$ cat src/rtl/alu_pipe.sv
// Handshaked WIDTH-bit ALU with one registered output stage and a full flag set.
// Define ALU_MUL_EN to build the iterative shift-add multiplier (opcode 9, busy).
module alu_pipe #(
  parameter int WIDTH = 8
) (
  input  logic             clk,
  input  logic             rst_n,
  input  logic             in_valid,
  output logic             in_ready,
  input  logic [WIDTH-1:0] a,
  input  logic [WIDTH-1:0] b,
  input  logic [3:0]       op_code,
  output logic             out_valid,
  input  logic             out_ready,
  output logic [WIDTH-1:0] result,
  output logic [WIDTH-1:0] result_hi,
  output logic             carry_flag,
  output logic             zero_flag,
  output logic             neg_flag,
  output logic             ovf_flag,
  output logic             err_flag,
  output logic             busy
);
  localparam int SHW = $clog2(WIDTH);

  localparam logic [3:0] OP_ADD = 4'd0;
  localparam logic [3:0] OP_SUB = 4'd1;
  localparam logic [3:0] OP_AND = 4'd2;
  localparam logic [3:0] OP_OR  = 4'd3;
  localparam logic [3:0] OP_XOR = 4'd4;
  localparam logic [3:0] OP_SHL = 4'd5;
  localparam logic [3:0] OP_SHR = 4'd6;
  localparam logic [3:0] OP_ASR = 4'd7;
  localparam logic [3:0] OP_CMP = 4'd8;
  localparam logic [3:0] OP_MUL = 4'd9;

  logic             accept_s;
  logic             out_free_s;
  logic             is_mul_s;
  logic             mul_done_s;
  logic [WIDTH-1:0] mul_lo_s;
  logic [WIDTH-1:0] mul_hi_s;
  logic [SHW-1:0]   sh_s;
  logic [WIDTH:0]   sum_s;
  logic [WIDTH:0]   diff_s;
  logic [WIDTH-1:0] res_s;
  logic             c_s, z_s, n_s, v_s, e_s;

  logic             out_valid_r;
  logic [WIDTH-1:0] result_r;
  logic [WIDTH-1:0] result_hi_r;
  logic             carry_r, zero_r, neg_r, ovf_r, err_r;

  assign out_free_s = !out_valid_r || out_ready;
  assign accept_s   = in_valid && in_ready;

  // Single-cycle datapath and flags, evaluated on the operands being offered
  always_comb begin
    sum_s  = {1'b0, a} + {1'b0, b};
    diff_s = {1'b0, a} - {1'b0, b};
    sh_s   = b[SHW-1:0];
    res_s  = '0;
    c_s    = 1'b0;
    v_s    = 1'b0;
    e_s    = 1'b0;
    z_s    = 1'b0;
    n_s    = 1'b0;
    case (op_code)
      OP_ADD: begin
        res_s = sum_s[WIDTH-1:0];
        c_s   = sum_s[WIDTH];
        v_s   = (a[WIDTH-1] == b[WIDTH-1]) && (sum_s[WIDTH-1] != a[WIDTH-1]);
      end
      OP_SUB, OP_CMP: begin
        res_s = (op_code == OP_SUB) ? diff_s[WIDTH-1:0] : '0;
        c_s   = diff_s[WIDTH];
        v_s   = (a[WIDTH-1] != b[WIDTH-1]) && (diff_s[WIDTH-1] != a[WIDTH-1]);
      end
      OP_AND: res_s = a & b;
      OP_OR:  res_s = a | b;
      OP_XOR: res_s = a ^ b;
      OP_SHL: res_s = a << sh_s;
      OP_SHR: res_s = a >> sh_s;
      OP_ASR: res_s = $signed(a) >>> sh_s;
`ifdef ALU_MUL_EN
      OP_MUL: res_s = '0;
`endif
      default: e_s = 1'b1;
    endcase
    // CMP discards its difference but still reports equality and the sign of a-b
    if (op_code == OP_CMP) begin
      z_s = (a == b);
      n_s = diff_s[WIDTH-1];
    end else if (e_s) begin
      z_s = 1'b0;
      n_s = 1'b0;
    end else begin
      z_s = (res_s == '0);
      n_s = res_s[WIDTH-1];
    end
  end

`ifdef ALU_MUL_EN
  typedef enum logic [0:0] {S_IDLE = 1'b0, S_MUL = 1'b1} state_t;

  state_t               state_r, state_nxt_s;
  logic [SHW-1:0]       cnt_r;
  logic [WIDTH-1:0]     mcand_r;
  logic [2*WIDTH-1:0]   prod_r;
  logic [2*WIDTH-1:0]   prod_nxt_s;
  logic [WIDTH:0]       psum_s;

  assign is_mul_s = (op_code == OP_MUL);
  assign busy     = (state_r == S_MUL);
  assign in_ready = (state_r == S_IDLE) && out_free_s;

  // Shift-add step: upper half accumulates the multiplicand, multiplier shifts out below
  always_comb begin
    psum_s     = {1'b0, prod_r[2*WIDTH-1:WIDTH]} + (prod_r[0] ? {1'b0, mcand_r} : {(WIDTH+1){1'b0}});
    prod_nxt_s = {psum_s, prod_r[WIDTH-1:1]};
    mul_done_s = (state_r == S_MUL) && (cnt_r == SHW'(WIDTH-1));
    mul_lo_s   = prod_nxt_s[WIDTH-1:0];
    mul_hi_s   = prod_nxt_s[2*WIDTH-1:WIDTH];
  end

  // Next-state logic
  always_comb begin
    state_nxt_s = state_r;
    case (state_r)
      S_IDLE: begin
        if (accept_s && is_mul_s) state_nxt_s = S_MUL;
        else                      state_nxt_s = S_IDLE;
      end
      S_MUL: begin
        if (mul_done_s) state_nxt_s = S_IDLE;
        else            state_nxt_s = S_MUL;
      end
      default: state_nxt_s = S_IDLE;
    endcase
  end

  // State register
  always_ff @(posedge clk or negedge rst_n) begin
    if (!rst_n) state_r <= S_IDLE;
    else        state_r <= state_nxt_s;
  end

  // Multiplier operand, partial product and iteration counter
  always_ff @(posedge clk or negedge rst_n) begin
    if (!rst_n) begin
      mcand_r <= '0;
      prod_r  <= '0;
      cnt_r   <= '0;
    end else if (accept_s && is_mul_s) begin
      mcand_r <= a;
      prod_r  <= {{WIDTH{1'b0}}, b};
      cnt_r   <= '0;
    end else if (state_r == S_MUL) begin
      prod_r  <= prod_nxt_s;
      cnt_r   <= cnt_r + SHW'(1);
    end
  end
`else
  assign is_mul_s   = 1'b0;
  assign mul_done_s = 1'b0;
  assign mul_lo_s   = '0;
  assign mul_hi_s   = '0;
  assign busy       = 1'b0;
  assign in_ready   = out_free_s;
`endif

  // Output stage: load on single-cycle accept or multiply completion, hold under backpressure
  always_ff @(posedge clk or negedge rst_n) begin
    if (!rst_n) begin
      out_valid_r <= 1'b0;
      result_r    <= '0;
      result_hi_r <= '0;
      carry_r     <= 1'b0;
      zero_r      <= 1'b0;
      neg_r       <= 1'b0;
      ovf_r       <= 1'b0;
      err_r       <= 1'b0;
    end else if (accept_s && !is_mul_s) begin
      out_valid_r <= 1'b1;
      result_r    <= res_s;
      result_hi_r <= '0;
      carry_r     <= c_s;
      zero_r      <= z_s;
      neg_r       <= n_s;
      ovf_r       <= v_s;
      err_r       <= e_s;
    end else if (mul_done_s) begin
      out_valid_r <= 1'b1;
      result_r    <= mul_lo_s;
      result_hi_r <= mul_hi_s;
      carry_r     <= (mul_hi_s != '0);
      zero_r      <= (mul_lo_s == '0) && (mul_hi_s == '0);
      neg_r       <= mul_lo_s[WIDTH-1];
      ovf_r       <= 1'b0;
      err_r       <= 1'b0;
    end else if (out_ready) begin
      out_valid_r <= 1'b0;
    end
  end

  assign out_valid  = out_valid_r;
  assign result     = result_r;
  assign result_hi  = result_hi_r;
  assign carry_flag = carry_r;
  assign zero_flag  = zero_r;
  assign neg_flag   = neg_r;
  assign ovf_flag   = ovf_r;
  assign err_flag   = err_r;

endmodule

$ cat config.mk
export PLATFORM = sky130hd
export DESIGN_NAME = alu_pipe
export DESIGN_NICKNAME = d
export VERILOG_FILES = /design/src/rtl/alu_pipe.sv
export SDC_FILE = /design/constraint.sdc
export NUM_CORES = 1
export LEC_CHECK = 0
export BUFFER_PORTS_ARGS = -buffer_cell sky130_fd_sc_hd__buf_2
export CORE_MARGIN = 2
export CORE_UTILIZATION = 50
export DETAILED_ROUTE_END_ITERATION = 6
export GPL_TIMING_DRIVEN = 1
export MAX_ROUTING_LAYER = met4
export PLACE_DENSITY = 0.73
export SLEW_MARGIN = 20
export SYNTH_ARGS = -nofsm -noshare
export SYNTH_HDL_FRONTEND = slang
export SYNTH_SLANG_ARGS = --single-unit
$ cat constraint.sdc
create_clock -name clk -period 4.2 [get_ports clk]
set_input_delay 0.63 -clock clk [delete_from_list [all_inputs] [get_ports clk]]
set_output_delay 0.63 -clock clk [all_outputs]
set_load 0.01 [all_outputs]
==> Word-level counts from Yosys, hierarchy flattened <==
Cells that the tools add are included.
{ "word_totals": {"reg_bits": 14, "latch_bits": 0, "mem_bits_rw": 0, "rom_bits": 0, "inputBits": 24, "output_inout_bits": 24, "wordCells": 49, "n_memories": 0} }
{ "classes": {"n_addsub": 2, "mul": 0, "div_mod_pow": 0, "magnitude_cmp": 0, "n_eq_ne": 13, "n_shift": 3, "mux": 11, "bitwise_logic": 3, "n_reduce_logical": 10} }
{ "op_table": {"columns": ["operator", "count"], "rows": [
  ["8-bit one-hot mux with 8 select lines", 1],
  ["4-bit by 3-bit == test with 1-bit output (second input constant)", 4],
  ["8-bit by 8-bit adder with 9-bit output", 1],
  ["9-bit OR reduction", 1],
  ["8-bit by 8-bit subtractor with 9-bit output", 1],
  ["8-bit bitwise AND", 1],
  ["4-bit by 2-bit == test with 1-bit output (second input constant)", 2],
  ["8-bit == test", 1],
  ["8-bit zero test", 1],
  ["8-bit 2-to-1 mux", 1],
  ["8-bit OR", 1],
  ["8-bit by 3-bit left shift with 8-bit output", 1],
  ["8-bit by 3-bit >> shifter with 8-bit output", 1],
  ["8-bit by 3-bit >>> shifter with 8-bit output", 1],
  ["8-bit XOR", 1],
  ["1-bit 2-to-1 mux", 7],
  ["4-bit by 1-bit == test with 1-bit output (second input constant)", 1],
  ["4-bit == test (second input constant)", 1],
  ["4-bit zero test", 1],
  ["1-bit one-hot mux with 2 select lines", 2],
  ["1-bit logical AND", 3],
  ["1-bit inequality test", 3],
  ["2-bit nonzero test", 1],
  ["2-bit OR reduction", 1],
  ["3 further kinds", 3]
]} }

==> Logic depth before layout (Yosys ltp) <==
{ "depth": {"word_depth": 6, "depth_mapped": 11} }

==> Worst setup path after synthesis <==
OpenSTA, ideal clock, no wires.
{ "synth_path": {"kind": "in2reg", "startpoint": "input port b[2]", "endpoint": "register zero_r (netlist: zero_flag)", "setup_time_ns": 0.076, "arrival_time_ns": 3.225, "t_required_ns": 4.124, "slack_ns": 0.898, "stages": 11, "path_buffers": 2, "path_cell_list": "clkbuf_1 > clkinv_1 > ha_1 > clkbuf_1 > or3_1 > a311o_1 > nand2_1 > xor2_1 > o211ai_1 > or4_1 > o21ai_1"} }
{ "synth_between": {"elab_chain_cells": 6, "elab_cells_between_ends": 14, "classes_between": "add/sub (2); eq/ne (1); shift (3); mux (4); bitwise (3); reduce/logical (1)"} }
{ "synth_lines": {"columns": ["item", "line", "rtl"], "rows": [
  ["start, declared", "11", "input logic [WIDTH-1:0] b,"],
  ["8-bit by 8-bit subtractor with 9-bit output", "60", "diff_s = {1'b0, a} - {1'b0, b};"],
  ["8-bit 2-to-1 mux", "75", "res_s = (op_code == OP_SUB) ? diff_s[WIDTH-1:0] : '0;"],
  ["8-bit one-hot mux with 8 select lines", "68", "case (op_code)"],
  ["8-bit zero test", "98", "z_s = (res_s == '0);"],
  ["1-bit 2-to-1 mux", "94", "end else if (e_s) begin"],
  ["1-bit 2-to-1 mux (*)", "91", "if (op_code == OP_CMP) begin"],
  ["end signal, assigned", "188", "zero_r <= z_s;"],
  ["end signal, assigned", "197", "zero_r <= (mul_lo_s == '0) && (mul_hi_s == '0);"],
  ["end, declared", "52", "logic carry_r, zero_r, neg_r, ovf_r, err_r;"]
]} }
Mark *: on every way between the ends. The rest lies on a longest branch, timed or not.
A chain may end at the register's enable or synchronous reset.

==> Worst setup path after layout <==
Ends and elaborated chain as after synthesis.

==> reports/metrics.cfg <==
[power_and_ir_drop]
power.total_mw=0.5648
p_comb_share_pct=48.6
power.leakage_nw=1.242
power_frac_seq_pct=28.1
switchingPower_mw=0.2211
clockPowerShare_pct=23.3
ir_drop_mv=0.1615
switching_share_pct=39.15
powerDensity_nw_per_um2=209.1
intPower_mw=0.3437

[logic_synthesis]
synthCells=317
yosysWarnings=0
synth_edf_count=0
synth_cell_types=65
synth_seq_cells=14
ys.flop_type=dfrtp_1
syn_area_per_cell_um2=7.862
async_reset_ff_share_pct=100.0
ys_seq_area_share_pct=14.06
synth_area_um2=2492

[critical_path]
cp-start-kind=primary input
endpoint=zero_flag
r2r_setup_slack_ns=2.38
r2r_cells=6
cp_max_fo=18
regToRegEndpoint=zero_flag
critical_path_class=in -> reg
r2r-start=out_valid
crit_path_end_kind=register
crit_start=b[2]
required_ns=4.38
cp_data_arrival_time_ns=3.53

[grt]
grt_pass1_vias=2180
grt_usage_pct=25.83
grt_pass1_wl_um=10880
grt_overflow=0
antenna_found_initial=0
grt_max_degree=38

[routing]
viasPerCell=6.111
drt-initial-drc-count=322
drcViolationCount=0
antenna_left=0
dr_total_vias=2475
firstDrtPassIters=5
drt-met1-wl_um=3073
drt_wl_total_um=6564
wl_per_cell_um=16.21
wl_met3_um=455
dr_wl_met2_um=2928
highest-signal-layer=met4

[clocking]
worstSkewPairLatency_ns=0.25
post_cts_buffers=0
root_buffer=clkbuf_8
cts_tree=done
cts_made_buffers=3
clk_pin_slew_ns=0.06
htreeDepth=1
cts_buffer_depth=2
cts_resized=0
postCtsHoldBufs=0
clkSinkCount=14

[timing]
fin_crit_ns=3.352
fin_setup_tns_ns=0
skew_ns=0.003147
slew-limit-headroom_pct=28.13
worstMarginPinSlew_ns=1.063
finalCritPeriodShare_pct=79.80
rsz0062_at_grt=no
hold_violations=0
max_freq_mhz=298.4
drv_slew=0
final-setup-viol-count=0

[placed_design]
gp_congestion=0.9557
dp_hpwl_um=5015
io_buffer_count=38

[final_layout]
most-common-layout-cells=buf_2 (38), nand2_1 (33), ha_1 (25), inv_1 (22)
area_growth_pct=8.384
final_common_cell=buf_2
nets=390
drive_gt1_share_pct=17.46
num_antenna_cells=0

[status]
outcome=finished clean

[floorplanning]
dieArea_um2=5565
start_util_pct=52.42
die_h_um=74.60
ios=48
chipWidth_um=74.60
core_region_area_um2=4755
rows=25

[run]
drv_cap=0

[min_path]
min_path_type=in -> async

-- stage by stage --
stage	instance area (um^2)	utilization (%)	hold WS, ns	std cells	worst slack, ns
after floorplan	2522	-	0.3344	325	0.8984
after global placement	2646	55.66	0.4628	401	0.7480
after detailed placement	2646	55.66	0.4650	401	0.6621
after CTS	2701	56.82	0.2726	405	0.9125
after global routing	2701	56.82	0.2849	405	0.6763
final	2701	56.82	0.2610	405	0.8482
-- cell type report --
class,instances,area [um^2]
sequential,14,350.3
multi-input combinational,256,1917
timing repair buffer,40,205.2
inverter,24,90.09
fill,471,2053
clock buffer,4,55.05
tap,67,83.83
-- worst min path at each step --
stage	endpoint	slack, ns	cells past startpoint
2_1_floorplan	carry_flag	0.33	0
3_3_place_gp	result[4]	0.46	2
3_5_place_dp	ovf_flag	0.46	2
4_1_cts	zero_flag	0.27	1
5_1_grt	zero_flag	0.28	1
6_report	result[7]	0.26	1
-- logic make-up after synthesis --
group | synth area share (%)
buffers and inverters | 10.24
adders and majority gates | 14.16
xor gates and xnor gates | 2.109
AOI/OAI and AO/OA | 23.95
other | 0.1505
muxes | 12.90
and+or+nand+nor | 22.44
DFF | 14.06
-- critical path, stage by stage --
cell and delay [ns]:
buf_2 0.26, clkinv_1 0.31, ha_1 0.49, or3_1 0.46, a311o_1 0.34, nand2_1 0.14, xor2_1 0.16, o211ai_1 0.12
or4_1 0.49, o21ai_1 0.13
-- power by group through the flow --
| stage | clock network [mW] | registers [mW] | logic, mW |
|---|---|---|---|
| after global placement | 0 | 0.161 | 0.268 |
| after CTS | 0.133 | 0.159 | 0.271 |
| final | 0.131 | 0.159 | 0.274 |
| after detailed placement | 0 | 0.161 | 0.270 |
| after global routing | 0.141 | 0.161 | 0.307 |
| after floorplan | 0 | 0.170 | 0.189 |
-- cell usage after synthesis, types with 9 or more instances --
cell / count / area (um^2)
nand2_1: 33 / 123.9
ha_1: 25 / 312.8
inv_1: 22 / 82.58
a21oi_1: 18 / 90.09
nor2_1: 18 / 67.56
dfrtp_1: 14 / 350.3
o21ai_0: 14 / 70.07
clkbuf_1: 13 / 48.80
nand3_1: 10 / 50.05
nor3_1: 10 / 50.05
buf_4: 9 / 67.56
nand2b_1: 9 / 56.30
o211ai_1: 9 / 67.56
-- per-layer routing --
layer,global-route usage [%],up-vias
met1,36.28,1137
met5,-,-
met4,6.349,0
met2,40.12,122
met3,2.304,13
li1,-,1203
-- registers in the layout, indices dropped and copies added (netlist names) --
register / cells
result: 8
neg_flag: 1
zero_flag: 1
ovf_flag: 1
err_flag: 1
carry_flag: 1
out_valid: 1
Note: power is estimated with default switching activity, not from simulation.
